$ cat config.mk
export PLATFORM = sky130hd
export DESIGN_NAME = cpu_wrapper_v3
export DESIGN_NICKNAME = d
export VERILOG_FILES = /design/src/rtl/cpu_wrapper_v3.sv
export SDC_FILE = /design/constraint.sdc
export NUM_CORES = 2
export LEC_CHECK = 0
export ABC_AREA = 1
export BUFFER_PORTS_ARGS = -buffer_cell sky130_fd_sc_hd__buf_2
export CORE_MARGIN = 4
export CORE_UTILIZATION = 40
export DETAILED_ROUTE_END_ITERATION = 10
export PLACE_DENSITY_LB_ADDON = 0.12
export SYNTH_ARGS = -nofsm -noshare
export SYNTH_HDL_FRONTEND = slang
export SYNTH_HIERARCHICAL = 1
export SYNTH_SLANG_ARGS = --single-unit
export TNS_END_PERCENT = 50
$ cat constraint.sdc
create_clock -name clk -period 14.9 [get_ports clk]
set_input_delay 1.49 -clock clk [delete_from_list [all_inputs] [get_ports clk]]
set_output_delay 1.49 -clock clk [all_outputs]
set_load 0.02 [all_outputs]
$ cat src/rtl/cpu_wrapper_v3.sv
// Small 8-bit accumulator-less CPU: 4 registers (R3 = SP), unified 256x8 memory,
// one-cycle one-byte instructions, two-cycle LDM/LDD/STD, single-level interrupt.

module cpu_pc (
  input  logic       clk,
  input  logic       rstn,
  input  logic [7:0] rst_vec,
  input  logic [7:0] pc_next,
  output logic [7:0] pc_current
);
  always_ff @(posedge clk) begin
    if (!rstn) pc_current <= rst_vec;
    else       pc_current <= pc_next;
  end
endmodule

module cpu_regfile (
  input  logic            clk,
  input  logic            rstn,
  input  logic            we,
  input  logic [1:0]      sel,
  input  logic [7:0]      wd,
  input  logic            sp_we,
  input  logic [7:0]      sp_wd,
  output logic [3:0][7:0] regs_o
);
  logic [3:0][7:0] regs;

  // A general write to R3 (e.g. POP SP) wins over the stack-pointer update.
  always_ff @(posedge clk) begin
    if (!rstn) regs <= {8'hFF, 8'h00, 8'h00, 8'h00};
    else begin
      for (int i = 0; i < 4; i++) begin
        if (we && sel == 2'(i)) regs[i] <= wd;
        else if (i == 3 && sp_we) regs[i] <= sp_wd;
      end
    end
  end

  assign regs_o = regs;
endmodule

module cpu_mem (
  input  logic       clk,
  input  logic       we,
  input  logic [7:0] waddr,
  input  logic [7:0] wdata,
  input  logic [7:0] raddr_a,
  output logic [7:0] rdata_a,
  input  logic [7:0] raddr_b,
  output logic [7:0] rdata_b
);
  logic [7:0] mem [0:255];

  always @(posedge clk) begin
    if (we) mem[waddr] <= wdata;
  end

  assign rdata_a = mem[raddr_a];
  assign rdata_b = mem[raddr_b];
endmodule

module cpu_wrapper_v3 (
  input  logic       clk,
  input  logic       rstn,
  input  logic [7:0] I_Port,
  input  logic       int_sig,
  output logic [7:0] O_Port
);
  typedef enum logic {S_EXEC, S_OP2} state_e;
  typedef struct packed { logic z; logic n; logic c; logic v; } flags_t;

  state_e          state_q, state_d;
  logic [7:0]      ir_q, ir_d, oport_q, oport_d;
  flags_t          flags_q, flags_d, fsave_q, fsave_d, alu_f;
  logic            imask_q, imask_d;

  logic [7:0]      pc, pc_d, fetch, dmem, daddr;
  logic [3:0][7:0] rf;
  logic            rf_we, sp_we, mem_we;
  logic [1:0]      rf_sel;
  logic [7:0]      rf_wd, sp_wd, mem_wa, mem_wd;

  logic [7:0]      instr, rav, rbv, sp, alu_res;
  logic [3:0]      op;
  logic [1:0]      ra, rb;
  logic [8:0]      sum;
  logic            int_take, jmp_tkn;

  cpu_pc PC (
    .clk(clk), .rstn(rstn), .rst_vec(dmem), .pc_next(pc_d), .pc_current(pc)
  );

  cpu_regfile regfile_inst (
    .clk(clk), .rstn(rstn), .we(rf_we), .sel(rf_sel), .wd(rf_wd),
    .sp_we(sp_we), .sp_wd(sp_wd), .regs_o(rf)
  );

  cpu_mem mem_inst (
    .clk(clk), .we(mem_we), .waddr(mem_wa), .wdata(mem_wd),
    .raddr_a(pc), .rdata_a(fetch), .raddr_b(daddr), .rdata_b(dmem)
  );

  // In the second cycle of a two-byte op, the latched opcode is decoded and
  // the byte now under PC is the immediate/address.
  assign instr    = (state_q == S_OP2) ? ir_q : fetch;
  assign op       = instr[7:4];
  assign ra       = instr[3:2];
  assign rb       = instr[1:0];
  assign rav      = rf[ra];
  assign rbv      = rf[rb];
  assign sp       = rf[3];
  assign int_take = (state_q == S_EXEC) && int_sig && !imask_q;

  always_comb begin
    if (!rstn)                  daddr = 8'h00;
    else if (int_take)          daddr = 8'h01;
    else if (state_q == S_OP2)  daddr = fetch;
    else if (op == 4'hD)        daddr = rav;
    else                        daddr = sp + 8'd1;
  end

  always_comb begin
    alu_res = rbv;
    alu_f   = flags_q;
    sum     = '0;
    case (op)
      4'h2: begin
        sum = {1'b0, rav} + {1'b0, rbv}; alu_res = sum[7:0];
        alu_f.c = sum[8]; alu_f.v = (rav[7] == rbv[7]) && (alu_res[7] != rav[7]);
      end
      4'h3: begin
        sum = {1'b0, rav} - {1'b0, rbv}; alu_res = sum[7:0];
        alu_f.c = sum[8]; alu_f.v = (rav[7] != rbv[7]) && (alu_res[7] != rav[7]);
      end
      4'h4: begin alu_res = rav & rbv; alu_f.c = 1'b0; alu_f.v = 1'b0; end
      4'h5: begin alu_res = rav | rbv; alu_f.c = 1'b0; alu_f.v = 1'b0; end
      4'h6: begin
        case (ra)
          2'd0:    begin alu_res = {rbv[6:0], flags_q.c}; alu_f.c = rbv[7]; end
          2'd1:    begin alu_res = {flags_q.c, rbv[7:1]}; alu_f.c = rbv[0]; end
          2'd2:    alu_f.c = 1'b1;
          default: alu_f.c = 1'b0;
        endcase
      end
      4'h8: begin
        case (ra)
          2'd0: begin alu_res = ~rbv; alu_f.c = 1'b0; alu_f.v = 1'b0; end
          2'd1: begin
            sum = 9'd0 - {1'b0, rbv}; alu_res = sum[7:0];
            alu_f.c = sum[8]; alu_f.v = (rbv == 8'h80);
          end
          2'd2: begin
            sum = {1'b0, rbv} + 9'd1; alu_res = sum[7:0];
            alu_f.c = sum[8]; alu_f.v = (rbv == 8'h7F);
          end
          default: begin
            sum = {1'b0, rbv} - 9'd1; alu_res = sum[7:0];
            alu_f.c = sum[8]; alu_f.v = (rbv == 8'h80);
          end
        endcase
      end
      default: ;
    endcase
    if (!(op == 4'h6 && ra[1])) begin
      alu_f.z = (alu_res == 8'h00);
      alu_f.n = alu_res[7];
    end
  end

  always_comb begin
    case (ra)
      2'd0:    jmp_tkn = flags_q.z;
      2'd1:    jmp_tkn = flags_q.n;
      2'd2:    jmp_tkn = flags_q.c;
      default: jmp_tkn = flags_q.v;
    endcase
  end

  always_comb begin
    pc_d    = pc + 8'd1;
    state_d = S_EXEC;
    ir_d    = ir_q;
    flags_d = flags_q;
    fsave_d = fsave_q;
    imask_d = imask_q;
    oport_d = oport_q;
    rf_we   = 1'b0;
    rf_sel  = rb;
    rf_wd   = alu_res;
    sp_we   = 1'b0;
    sp_wd   = sp;
    mem_we  = 1'b0;
    mem_wa  = sp;
    mem_wd  = rbv;
    if (int_take) begin
      mem_we = 1'b1; mem_wd = pc; sp_we = 1'b1; sp_wd = sp - 8'd1;
      fsave_d = flags_q; imask_d = 1'b1; pc_d = dmem;
    end else if (state_q == S_OP2) begin
      case (ra)
        2'd0:    begin rf_we = 1'b1; rf_wd = fetch; end
        2'd1:    begin rf_we = 1'b1; rf_wd = dmem; end
        default: begin mem_we = 1'b1; mem_wa = fetch; end
      endcase
    end else begin
      case (op)
        4'h1: begin rf_we = 1'b1; rf_sel = ra; rf_wd = rbv; end
        4'h2, 4'h3, 4'h4, 4'h5: begin rf_we = 1'b1; rf_sel = ra; flags_d = alu_f; end
        4'h6: begin rf_we = !ra[1]; flags_d = alu_f; end
        4'h7: begin
          case (ra)
            2'd0: begin mem_we = 1'b1; sp_we = 1'b1; sp_wd = sp - 8'd1; end
            2'd1: begin sp_we = 1'b1; sp_wd = sp + 8'd1; rf_we = 1'b1; rf_wd = dmem; end
            2'd2: oport_d = rbv;
            default: begin rf_we = 1'b1; rf_wd = I_Port; end
          endcase
        end
        4'h8: begin rf_we = 1'b1; flags_d = alu_f; end
        4'h9: begin
          if (jmp_tkn) begin
            pc_d = rbv;
            case (ra)
              2'd0:    flags_d.z = 1'b0;
              2'd1:    flags_d.n = 1'b0;
              2'd2:    flags_d.c = 1'b0;
              default: flags_d.v = 1'b0;
            endcase
          end
        end
        4'hA: begin
          rf_we = 1'b1; rf_sel = ra; rf_wd = rav - 8'd1;
          if (rav != 8'd1) pc_d = rbv;
        end
        4'hB: begin
          case (ra)
            2'd0: pc_d = rbv;
            2'd1: begin
              mem_we = 1'b1; mem_wd = pc + 8'd1; sp_we = 1'b1; sp_wd = sp - 8'd1; pc_d = rbv;
            end
            2'd2: begin sp_we = 1'b1; sp_wd = sp + 8'd1; pc_d = dmem; end
            default: begin
              sp_we = 1'b1; sp_wd = sp + 8'd1; pc_d = dmem;
              flags_d = fsave_q; imask_d = 1'b0;
            end
          endcase
        end
        4'hC: if (ra != 2'd3) begin state_d = S_OP2; ir_d = instr; end
        4'hD: begin rf_we = 1'b1; rf_wd = dmem; end
        4'hE: begin mem_we = 1'b1; mem_wa = rav; end
        default: ;
      endcase
    end
    // Reset aborts whatever was in flight, including its memory write.
    if (!rstn) mem_we = 1'b0;
  end

  always_ff @(posedge clk) begin
    if (!rstn) begin
      state_q <= S_EXEC;
      ir_q    <= 8'h00;
      flags_q <= '0;
      fsave_q <= '0;
      imask_q <= 1'b0;
      oport_q <= 8'h00;
    end else begin
      state_q <= state_d;
      ir_q    <= ir_d;
      flags_q <= flags_d;
      fsave_q <= fsave_d;
      imask_q <= imask_d;
      oport_q <= oport_d;
    end
  end

  assign O_Port = oport_q;
endmodule

==> metrics.csv <==
stage;metric;value;unit
run_status;status;finished clean;
synth;Cell variety after synth;57;
synth;share of the synthesized area in the top cell type;0.549;
run;max_cap viols;0;
clocking;clock latency on the worst-skew pair;0.93;ns
critical_path;setup slack, reg-to-reg;3.20;ns
critical_path;Worst R2R End;regfile_inst/regs_o[1];
timing;RSZ-0062 raised after global routing;no;
timing;Setup-failing EPs final;0;
clocking;number of buffers created by CTS;240;
final_layout;area added between synthesis and finish;8.24;%
timing;Period Utilization, post-route;0.785;
floorplan;Die Wd;537;um
critical_path;reg2reg path depth;45;
critical_path;kind of critical path;flop to flop;
floorplan;# IOs;19;
critical_path;WP data arrival;12.53;ns
detailed_routing;vias per inst;6.06;
grt;first-pass GRT wire length;650000;um
clocking;hold-fix buffers at CTS;0;
timing;slew at the pin with the worst max-slew slack;1.40;ns
synth;largest cells by area after synthesis;edfxtp_1 55%, nand3_1 19%, nand2_1 15%;
synth;Synth Register Bits;2114;
clocking;cts repair resizes;0;
clocking;H-tree depth;4;
floorplan;Die ar.;0.289;mm2
critical_path;peak fanout along the critical path;171;
detailed_routing;# DRC;0;
detailed_routing;Pre-Repair DR Iteration Count;10;
final_layout;final net count;12500;
floorplan;Placement Rows;194;
grt;Tot GR Track Use;0.301;
grt;initial antenna violation count;18;
placement;GPL Wtd Cong;0.970;
clocking;Root Buffer;clkbuf_16;
synth;Synth area leader;edfxtp_1;
synth;Commonest cells post-synth;4,608 x nand2_1, 4,188 x nand3_1, 2,048 x edfxtp_1;
synth;Mapped Area;0.112;mm2
critical_path;data required time of the worst path;15.73;ns
critical_path;CP startpoint kind;flop;
critical_path;Crit. End Element;flop;
grt;vias in the first global route;94000;
placement;DP HPWL;258000;um
floorplan;initial cell density of the core;0.401;
timing;Final Critical Period;11.70;ns
synth;Post-Synthesis Cells;13100;
synth;Mapped Nets;13100;
clocking;CTS tree;done;
timing;Rel. slew slack;0.0690;
clocking;Worst-path clk slew;0.06;ns
worst_hold_path;min-delay src;ir_q[4];
worst_hold_path;Min-Delay Endpoint;ir_q[4];
worst_hold_path;WHS Path Cells;2;
synth;async set-reset flop share out of synthesis;0;
synth;Mean Syn Cell Area;8.57;um2
worst_hold_path;Tightest Hold Check Type;flop to flop;
clocking;buffer depth of the longest clock path;4;
timing;FMAX;85.5;MHz
grt;largest net degree at the start of global routing;182;
synth;EDFF count, synth;2048;
timing;Pins Over Slew Limit;0;
timing;Max Clock Skew;0.0542;ns
synth;most common cell in the netlist;nand2_1;
detailed_routing;WL final;451000;um
timing;Fin. Hold Viols;0;
clocking;number of setup buffers added after CTS;0;
critical_path;slowest cell delay on critical path;0.81;ns
clocking;CTS Sinks;2114;
critical_path;most used cell, CP;nand3_1;
timing;TNS Setup;0;ns
synth;Synth Warn #;6;
grt;gr ovfl total;0;
floorplan;Die Span Y;537;um
detailed_routing;DRT iter0 DRCs;12600;
floorplan;core outline area;0.279;mm2
detailed_routing;vias;99500;
detailed_routing;post-route ant nets;0;
critical_path;Slowest-stage cell, CP;dfxtp_4;
final_layout;layout cells sized above 1;0.0505;
placement;port bufs;18;
synth;ys flop type;edfxtp_1;
synth;register area share after synthesis;0.561;
critical_path;reg2reg start;PC/pc_current[0];
detailed_routing;DR WL/cell;27.4;um
-- stage by stage --
stage | area, um2 | util | instances | setup slack, ns | hold WS, ns
2_1_floorplan | 112000 | - | 13100 | -0.107 | 0.415
3_3_place_gp | 114000 | 0.408 | 16000 | 3.91 | 0.424
3_5_place_dp | 114000 | 0.408 | 16000 | 3.92 | 0.427
4_1_cts | 121000 | 0.434 | 16400 | 3.85 | 0.436
5_1_grt | 121000 | 0.434 | 16400 | 3.01 | 0.476
6_report | 121000 | 0.434 | 16400 | 3.20 | 0.437
-- layout make-up --
type,count,area (um2)
antenna,8,20.0
clock buffer,302,6310
clock inverter,137,1140
fill,26800,158000
inverter,235,956
multi-input combinational,9712,43300
sequential,2114,62800
tap,3724,4660
timing repair buffer,191,2010
-- cells by family after synthesis --
kind of cell             Yosys count  share of synthesized area
AO/OA/AOI/OAI                    340                     0.0180
XOR/XNOR                          18                    0.00141
adder cells (fa/ha/maj)           28                    0.00313
buffers and inverters           1246                     0.0546
flip-flops                      2114                      0.561
AND/OR/NAND/NOR                 9326                      0.362
-- cells in the final DEF (no fill, tap or decap), types with 13 or more instances in the layout --
cell | netlist | layout
nand4_1 | 26 | 26
xor2_1 | 17 | 17
clkbuf_16 | 0 | 242
nand2_2 | 22 | 38
o221ai_1 | 13 | 13
clkinv_1 | 4 | 63
inv_1 | 210 | 206
edfxtp_1 | 2048 | 2048
o22ai_1 | 28 | 28
dfxtp_1 | 66 | 60
ha_1 | 28 | 28
clkinv_2 | 0 | 40
buf_2 | 548 | 18
buf_12 | 0 | 50
a21oi_1 | 103 | 91
bufinv_16 | 0 | 16
clkbuf_1 | 232 | 57
nand2_1 | 4608 | 4592
o211ai_1 | 15 | 15
o21ai_0 | 111 | 107
nand3_1 | 4188 | 4188
inv_2 | 19 | 16
nor2_1 | 435 | 435
o21ai_1 | 27 | 29
buf_4 | 109 | 123
-- registers in the layout (all words and copies together), names as in the netlist --
name	cells
mem_inst/mem	2048
regfile_inst/regs_o	32
O_Port	8
PC/pc_current	8
ir_q	8
flags_q	4
fsave_q	4
imask_q	1
state_q	1
-- worst max-delay path by stage --
stage / depth (start not counted) / slack [ns] / endpoint / startpoint
global route: 44 / 3.01 / regfile_inst/regs_o[24] / PC/pc_current[0]
CTS: 44 / 3.85 / regfile_inst/regs_o[24] / PC/pc_current[0]
finish: 45 / 3.20 / regfile_inst/regs_o[1] / PC/pc_current[0]
detailed placement: 44 / 3.92 / regfile_inst/regs_o[24] / PC/pc_current[0]
floorplan: 25 / -0.11 / mem_inst/mem[0][7] / PC/pc_current[0]
global placement: 44 / 3.91 / regfile_inst/regs_o[24] / PC/pc_current[0]
-- layer usage --
layer  up-vias  global-route usage  wire length (um)
met1     48500               0.404            179000
met2      5734               0.463            200000
met5         -             0.00313               238
met3      1152              0.0643             46400
met4        20               0.148             24900
li1      44000                   -                 -
-- critical path, delay by kind of cell, from the launching register on --
family / cells / cell delay (ns)
buffers and inverters: 10 / 3.41
AO/OA/AOI/OAI: 6 / 1.57
flip-flops: 1 / 0.81
AND/OR/NAND/NOR: 29 / 4.84
Power is not shown: default switching activity piles up to over one toggle a cycle in this logic, so the estimate is an artifact.
